[config.mk]
export PLATFORM = sky130hd
export DESIGN_NAME = phys_reg_free_list_ckpt
export DESIGN_NICKNAME = d
export VERILOG_FILES = /design/src/rtl/core_types_pkg.sv /design/src/rtl/ckpt_column_alloc.sv /design/src/rtl/phys_reg_free_list_ckpt.sv
export SDC_FILE = /design/constraint.sdc
export NUM_CORES = 1
export LEC_CHECK = 0
export BUFFER_PORTS_ARGS = -buffer_cell sky130_fd_sc_hd__buf_2
export CAP_MARGIN = 20
export CORE_ASPECT_RATIO = 1.75
export CORE_UTILIZATION = 45
export DETAILED_ROUTE_END_ITERATION = 8
export GPL_TIMING_DRIVEN = 0
export HOLD_SLACK_MARGIN = 0.1
export PLACE_DENSITY = 0.62
export SLEW_MARGIN = 5
export SYNTH_ARGS = -nofsm -noshare
export SYNTH_HDL_FRONTEND = slang
export SYNTH_SLANG_ARGS = --single-unit
[constraint.sdc]
create_clock -name clk -period 4 [get_ports clk]
set_input_delay 0 -clock clk [delete_from_list [all_inputs] [get_ports clk]]
set_output_delay 0 -clock clk [all_outputs]
set_load 0.01 [all_outputs]
[src/rtl/core_types_pkg.sv]
// Shared core types: free-list, checkpoint and register-tag widths.
// Default sizes for the rename free list and the checkpoint columns live here
// so the free list and the map table agree on tag and column widths.
package core_types_pkg;

    localparam int FL_DEPTH     = 64;  // free list storage entries (power of two)
    localparam int TAG_WIDTH    = 6;   // physical register tag width
    localparam int NUM_COLS     = 4;   // checkpoint columns (power of two)
    localparam int INIT_FREE    = 32;  // physical minus architectural registers
    localparam int FL_PTR_WIDTH = $clog2(FL_DEPTH) + 1;
    localparam int COL_WIDTH    = $clog2(NUM_COLS);

    typedef logic [TAG_WIDTH-1:0]    phys_reg_tag_t;
    typedef logic [COL_WIDTH-1:0]    checkpoint_column_t;
    // Free list pointer: index bits plus one wrap bit for full/empty detection.
    typedef logic [FL_PTR_WIDTH-1:0] free_list_ptr_t;

endpackage

[src/rtl/ckpt_column_alloc.sv]
// Checkpoint column allocator: circular allocation of checkpoint columns with
// oldest-first release and restore-to-column rollback. Holds only pointers, so
// the map table can reuse it alongside its own per-column storage.
module ckpt_column_alloc #(
    parameter  int NUM_COLS = core_types_pkg::NUM_COLS,
    localparam int COL_W    = $clog2(NUM_COLS)
) (
    input  logic             clk,
    input  logic             rst,
    input  logic             save_valid,
    input  logic             restore_valid,
    input  logic [COL_W-1:0] restore_column,
    input  logic             clear_valid,
    input  logic [COL_W-1:0] clear_column,
    output logic             save_ready,
    output logic [COL_W-1:0] save_column,
    output logic             save_fire,
    output logic             clear_error
);

    logic [COL_W-1:0] alloc_reg, alloc_next;
    logic [COL_W-1:0] oldest_reg, oldest_next;
    logic [COL_W:0]   num_reg, num_next;
    logic             clear_hit;
    logic             clear_ok;

    assign save_ready  = num_reg < (COL_W+1)'(NUM_COLS);
    assign save_column = alloc_reg;
    // A restore rewinds allocation, so a same-cycle save is dropped.
    assign save_fire   = save_valid && save_ready && !restore_valid;
    // Restore wins when both target the same column; the clear is then moot.
    assign clear_hit   = clear_valid && !(restore_valid && (restore_column == clear_column));
    assign clear_ok    = clear_hit && (num_reg != '0) && (clear_column == oldest_reg);
    assign clear_error = clear_hit && !clear_ok;

    // Next-state for the allocation window [oldest, oldest+num).
    always_comb begin
        alloc_next  = alloc_reg;
        oldest_next = oldest_reg;
        num_next    = num_reg;
        if (restore_valid) begin
            // Drop the restored column and everything younger than it.
            alloc_next = restore_column;
            num_next   = {1'b0, restore_column - oldest_reg};
        end else if (save_fire) begin
            alloc_next = alloc_reg + 1'b1;
            num_next   = num_reg + 1'b1;
        end
        if (clear_ok) begin
            oldest_next = oldest_reg + 1'b1;
            num_next    = num_next - 1'b1;
        end
    end

    // Allocation pointer registers.
    always_ff @(posedge clk) begin
        if (rst) begin
            alloc_reg  <= '0;
            oldest_reg <= '0;
            num_reg    <= '0;
        end else begin
            alloc_reg  <= alloc_next;
            oldest_reg <= oldest_next;
            num_reg    <= num_next;
        end
    end

endmodule

[src/rtl/phys_reg_free_list_ckpt.sv]
// Physical register free list with branch checkpoints.
// Circular tag buffer; head is checkpointed per branch column and rolled back
// on a mispredict, tail (commit side) is never rolled back.
// Optional feature macro FREE_LIST_BYPASS_EN: when the list is empty, an
// incoming enq_tag is forwarded straight to deq_tag.
module phys_reg_free_list_ckpt #(
    parameter  int FL_DEPTH  = core_types_pkg::FL_DEPTH,
    parameter  int TAG_WIDTH = core_types_pkg::TAG_WIDTH,
    parameter  int NUM_COLS  = core_types_pkg::NUM_COLS,
    parameter  int INIT_FREE = core_types_pkg::INIT_FREE,
    localparam int IDX_W     = $clog2(FL_DEPTH),
    localparam int PTR_W     = IDX_W + 1,
    localparam int COL_W     = $clog2(NUM_COLS)
) (
    input  logic                 clk,
    input  logic                 rst,
    input  logic                 deq_ready,
    output logic                 deq_valid,
    output logic [TAG_WIDTH-1:0] deq_tag,
    input  logic                 enq_valid,
    input  logic [TAG_WIDTH-1:0] enq_tag,
    input  logic                 save_valid,
    output logic                 save_ready,
    output logic [COL_W-1:0]     save_column,
    input  logic                 restore_valid,
    input  logic [COL_W-1:0]     restore_column,
    input  logic                 clear_valid,
    input  logic [COL_W-1:0]     clear_column,
    output logic [PTR_W-1:0]     count,
    output logic                 overflow
);

    logic [TAG_WIDTH-1:0] mem_reg [FL_DEPTH];
    logic [PTR_W-1:0]     ckpt_head_reg [NUM_COLS];
    logic [PTR_W-1:0]     head_reg, head_next, head_after_deq;
    logic [PTR_W-1:0]     tail_reg, tail_next;
    logic                 overflow_reg;
    logic                 empty, full, bypass;
    logic                 deq_pop, bypass_take, enq_write, enq_drop;
    logic                 save_fire, clear_error;

    assign empty = (head_reg == tail_reg);
    assign full  = (head_reg[IDX_W] != tail_reg[IDX_W]) &&
                   (head_reg[IDX_W-1:0] == tail_reg[IDX_W-1:0]);

`ifdef FREE_LIST_BYPASS_EN
    assign bypass = empty && enq_valid;
`else
    assign bypass = 1'b0;
`endif

    assign deq_valid = !empty || bypass;
    assign deq_tag   = bypass ? enq_tag : mem_reg[head_reg[IDX_W-1:0]];

    // A restore overrides rename-side activity; commit-side enqueue still lands.
    assign deq_pop     = !empty && deq_ready && !restore_valid;
    assign bypass_take = bypass && deq_ready && !restore_valid;
    assign enq_write   = enq_valid && !full && !bypass_take;
    assign enq_drop    = enq_valid && full;

    assign head_after_deq = head_reg + PTR_W'(deq_pop);
    assign head_next      = restore_valid ? ckpt_head_reg[restore_column] : head_after_deq;
    assign tail_next      = tail_reg + PTR_W'(enq_write);
    assign count          = tail_reg - head_reg;
    assign overflow       = overflow_reg;

    ckpt_column_alloc #(
        .NUM_COLS (NUM_COLS)
    ) u_col_alloc (
        .clk            (clk),
        .rst            (rst),
        .save_valid     (save_valid),
        .restore_valid  (restore_valid),
        .restore_column (restore_column),
        .clear_valid    (clear_valid),
        .clear_column   (clear_column),
        .save_ready     (save_ready),
        .save_column    (save_column),
        .save_fire      (save_fire),
        .clear_error    (clear_error)
    );

    // Tag storage: preloaded with the initially free tags, written at tail.
    always_ff @(posedge clk) begin
        if (rst) begin
            for (int i = 0; i < FL_DEPTH; i++) begin
                mem_reg[i] <= (i < INIT_FREE) ? TAG_WIDTH'(FL_DEPTH - INIT_FREE + i) : '0;
            end
        end else if (enq_write) begin
            mem_reg[tail_reg[IDX_W-1:0]] <= enq_tag;
        end
    end

    // Checkpointed head per column, captured after this cycle's dequeue.
    always_ff @(posedge clk) begin
        if (rst) begin
            for (int c = 0; c < NUM_COLS; c++) begin
                ckpt_head_reg[c] <= '0;
            end
        end else if (save_fire) begin
            ckpt_head_reg[save_column] <= head_after_deq;
        end
    end

    // Head/tail pointers and the sticky error flag.
    always_ff @(posedge clk) begin
        if (rst) begin
            head_reg     <= '0;
            tail_reg     <= PTR_W'(INIT_FREE);
            overflow_reg <= 1'b0;
        end else begin
            head_reg <= head_next;
            tail_reg <= tail_next;
            if (enq_drop || clear_error) begin
                overflow_reg <= 1'b1;
            end
        end
    end

endmodule

Yosys cells after proc, flatten, opt, wreduce, memory -nomap -nowiden --
Memories as Yosys holds them, arrays and structs flattened. A register that Yosys moved wholly into a read port is not among the register bits. Index checks and enable logic that the tools add are counted.
Word-level totals: output and inout bits 18, register bits after elaboration 22, input port bits 17, word-level logic and storage cells 65, memories 2, memory bits (writable) 412
Operators by class: mux-type cells 21, order comparisons 1, eq/ne operators 5, add/sub/neg operators 8, reductions and logical operators 22
Memories:
- mem_reg | depth 64, bits a word 6, rd ports 1, clocked after memory_dff 1, wr ports 64, RTL line phys_reg_free_list_ckpt.sv:33 | logic [TAG_WIDTH-1:0] mem_reg [FL_DEPTH];
- ckpt_head_reg | depth 4, bits a word 7, rd ports 1, clocked after memory_dff 0, wr ports 4, RTL line phys_reg_free_list_ckpt.sv:34 | logic [PTR_W-1:0] ckpt_head_reg [NUM_COLS];
Operators by type and width (number):
- two-way mux 6 bit | 3
- adder 7 x 1 -> 7 bit | 2
- two-way mux 7 bit | 2
- logical AND 1 bit | 12
- two-way mux 1 bit | 10
- two-way mux 3 bit | 3
- == test 7 bit | 1
- OR reduction 7 bit | 1
- subtractor 7 bit | 1
- == test 6 bit | 1
- two-way mux 2 bit | 3
- OR reduction 6 bit | 1
- logical NOT 1 bit | 5
- adder 2 x 1 -> 2 bit, second input constant | 2
- == test 2 bit | 2
- adder 3 x 1 -> 3 bit, second input constant | 1
- < comparator 3 bit, second input constant | 1
- nonzero test 3 bit | 1
- subtractor 3 x 1 -> 3 bit, second input constant | 1
- nonzero test 2 bit | 1
- subtractor 2 bit | 1
- logical OR 1 bit | 1
- != test 1 bit | 1

Depth between registers and ports, before layout --
depth in word-level cells 9, gate-level depth with buffers 16, mapped depth without buffers 13

Modules after synthesis --
A second synthesis with hierarchy kept.
Unflattened totals: cells, all modules 1541, area total of the unflattened synthesis 20746.1 sq um
Modules (own cells, without submodules):
- phys_reg_free_list_ckpt | cells an instance 1474, sequential area each 12672.2 sq um, area an instance 20198.1 sq um, instances 1
- ckpt_column_alloc | cells an instance 67, sequential area each 140.1 sq um, area an instance 548.0 sq um, instances 1

Least setup slack after synthesis --
No wires, ideal clock.
path kind register to register, from reg head_reg[1], to mem ckpt_head_reg[2][6] (netlist bit) (data pin), cell stages (with the launch flop) 16, library setup time 0.263 ns, path buffers 3, slack 0.556 ns, data arrival time 3.181 ns, required time 3.737 ns, period minus slack after synthesis 3.444 ns, cell sequence dfxtp_1 -> buf_2 -> buf_2 -> buf_2 -> inv_2 -> ha_1 -> nand2_1 -> or4_1 -> and3b_1 -> ha_1 -> ha_1 -> nand3_1 -> nor3_1 -> xnor2_1 -> nand2b_1 -> nor2_1
RTL lines:
- from (decl) | RTL line phys_reg_free_list_ckpt.sv:35 | logic [PTR_W-1:0] head_reg, head_next, head_after_deq;
- from (signal assigned) | RTL line phys_reg_free_list_ckpt.sv:112 | head_reg <= head_next;
- to (decl) | RTL line phys_reg_free_list_ckpt.sv:34

==> flow_summary.yaml <==
placement:
  placed_area_um2: 21400
  dpl.hpwl_um: 48800
  portBuffers: 30
  dpl.cell_count: 2163
  gp_congestion: 1.06
synthesis:
  ys_types: 46
  synth_edf_count: 412
  syn_area_um2: 20500
  ys_ff_latch: 434
  synth_flop_cell: "edfxtp_1"
  synthesis.nets: 1584
  synthCells: 1552
  yosysWarnings: 0
  yosysSeqAreaShare_pct: 62.6
  syn_area_per_cell_um2: 13.2
  postSynth.asyncResetShare_pct: 0
critical_path:
  worstSetupPathType: "register to primary output"
  slowest_stage: "a22oi_1"
  crit_path_end_kind: "primary output"
  crit_top_cell: "buf_2"
  start_kind: "register"
  cpPeakStageDelay_ps: 510
  crit_chain: "buf_2 > buf_2 > nor2_1 > clkbuf_1 > a22oi_1 > nand3_1 > a31oi_1 > o21ai_0 > buf_2"
  worstPathArrival_ps: 3830
  path_max_fanout: 10
  cp_data_required_time_ps: 4000
final_layout:
  layout.cells.non_filler: 2249
  largest_register_ffs: 384
  fin_area_um2: 22800
  fin_nets: 1677
  areaGrowthSynthToFinish_pct: 11.2
  drive_gt1_share_pct: 15.3
  final_common_cell: "edfxtp_1"
  final_cell_mix: "412 x edfxtp_1, 151 x nor3_1, 121 x nor2_1"
drt:
  ant_nets: 0
  num_vias: 14000
  drtIter0Drc: 1788
  totalWireLength_um: 67400
  drt-vias-per-instance: 6.22
  wl_per_cell_um: 30.0
  dr.pass1.iters: 5
  drc: 0
die:
  dieArea_um2: 46400
  core_um2: 45000
  start_util_pct: 45.5
  fp.dieW_um: 163
  die_h_um: 284
  ios: 35
  rows: 103
power_and_ir_drop:
  seqPwrFrac_pct: 52.7
  switchingPower_w: 0.00239
  p_total_w: 0.00974
  p_comb_share_pct: 10.1
  power.leakage_nw: 7.16
  p_clk_share_pct: 37.2
  p_per_area_nw_per_um2: 428
  p_sw_share_pct: 24.5
  p_int_w: 0.00735
  ir_drop_mv: 0.338
grt:
  grt_max_degree: 20
  antenna_found_initial: 1
  grt-ovfl-total: 0
  grt_pass1_vias: 14400
  grt_pass1_wl_um: 96200
  track_usage_pct: 29.8
cts:
  cts_tree: "yes"
  clk_pin_slew_ps: 70
  numCtsBuffers: 37
  numClockSinks: 434
  clock_latency_ps: 560
  ctsRootBufferMaster: "clkbuf_16"
  clk_path_buf_depth: 3
  cts_max_level: 2
timing:
  tightest_slew_ps: 1080
  report.final.slew_viol_count: 0
  fin_crit_sh_pct: 95.7
  rsz0062_at_grt: "false"
  final-hold-violation-count: 0
  finClkSkew_ps: 22.4
  setup_violations: 0
  tns_ps: 0
  fmax_mhz: 261
  slew_headroom_pct: 27.5
  period_needed_ps: 3830
status:
  status: "finished, final reports clean"
hold_path:
  hp-class: "primary input to register"
run:
  cap_viol_max_count: 0
power by group through the flow:
stage	combinational, W	sequential, W	clock (W)
after global placement	0.000927	0.00522	0
after CTS	0.000964	0.00513	0.00360
after global routing	0.00103	0.00514	0.00374
after floorplan	0.000572	0.00521	0
final	0.000986	0.00513	0.00362
after detailed placement	0.000940	0.00523	0
routing by layer:
metal / GRT usage (%) / up-vias / part of all wire (%)
met1: 29.9 / 6957 / 30
li1: - / 5949 / -
met2: 52.7 / 790 / 53
met5: 0 / - / 0.019
met4: 24.0 / 2 / 9.1
met3: 5.95 / 293 / 8.0
metrics by stage:
stage	hold WS, ps	util [%]	worst slack (ps)
4_1_cts	124	50.6	-2.08
3_5_place_dp	285	47.5	-764
5_1_grt	143	50.6	68.1
3_3_place_gp	293	47.5	-782
2_1_floorplan	71.6	-	556
6_report	115	50.6	174
synthesized netlist by cell type, types with 3 or more instances:
library cell  count  area share [%]
nand2_1          76             1.4
clkbuf_1        102             1.9
nand3_1          32            0.78
nand2b_1          9            0.27
dfxtp_1          22             2.2
o21ai_0          76             1.9
o221ai_1         12            0.51
a22oi_1          12            0.44
nand3b_1          4            0.15
o31ai_1           4            0.15
xnor2_1          20            0.86
or2_2             8            0.24
mux4_2           91              10
inv_2             4           0.073
buf_2            47             1.1
a31oi_1           7            0.21
inv_1            27            0.49
buf_1             6            0.11
xor2_1            7            0.30
a21oi_1          24            0.59
ha_1             14            0.86
or3_1            67             2.0
nor2b_1           5            0.15
o22ai_1           6            0.18
buf_4             3            0.11
nor3_1          151             3.7
nor2_1          121             2.2
edfxtp_1        412              60
and2_1          119             3.6
mux2i_1          45             2.2
cells by family (layout without fill, tap and decap cells):
logic type      count (synthesis)  after routing  synth area share (%)
simple gates                  603            603                  15.1
flops                         434            434                  62.6
buf+inv                       190            309                  3.83
compound gates                146            146                  4.13
mux                           137            137                  12.3
xor+xnor                       27             27                  1.15
fa+ha+maj                      15             15                 0.953
other cells                     0              1                     0
timing repair:
| action | 4_1_cts | 5_1_grt |
|---|---|---|
| hold buffers | 18 | 0 |
| endpoints found under the setup margin | 608 | 306 |
| pin swaps | 1 | 0 |
| gates resized for setup | 44 | 14 |
| endpoints found under the hold margin | 52 | 0 |
| setup buffers | 1 | 0 |
worst max-delay path: cells and delay by family (launching register included):
kind / cells / cell delay [ps]
simple gates: 2 / 550
flops: 1 / 450
compound gates: 3 / 1020
buf+inv: 4 / 1250
path summary, 6_finish.rpt:
| check | from | slack [ps] | to | cells past startpoint |
|---|---|---|---|---|
| setup reg to reg | head_reg[1]$_SDFF_PP0_ | 180 | mem_reg[21][1]$_SDFFCE_PN0P_ | 10 |
| hold reg to reg | tail_reg[6]$_SDFF_PP0_ | 520 | tail_reg[6]$_SDFF_PP0_ | 2 |
| hold / removal | deq_ready | 120 | head_reg[0]$_SDFF_PP0_ | 5 |
| setup / recovery | head_reg[0]$_SDFF_PP0_ | 170 | deq_tag[2] | 9 |
cell type report:
class	instances	area (um^2)
fill	3872	22200
timing repair buffer	56	383
clock inverter	17	159
clock buffer	48	990
inverter	31	116
antenna	1	2.50
tap	577	722
buffer	157	678
sequential	434	12800
multi-input combinational	928	6910
Note: power is estimated with default switching activity, not from simulation.
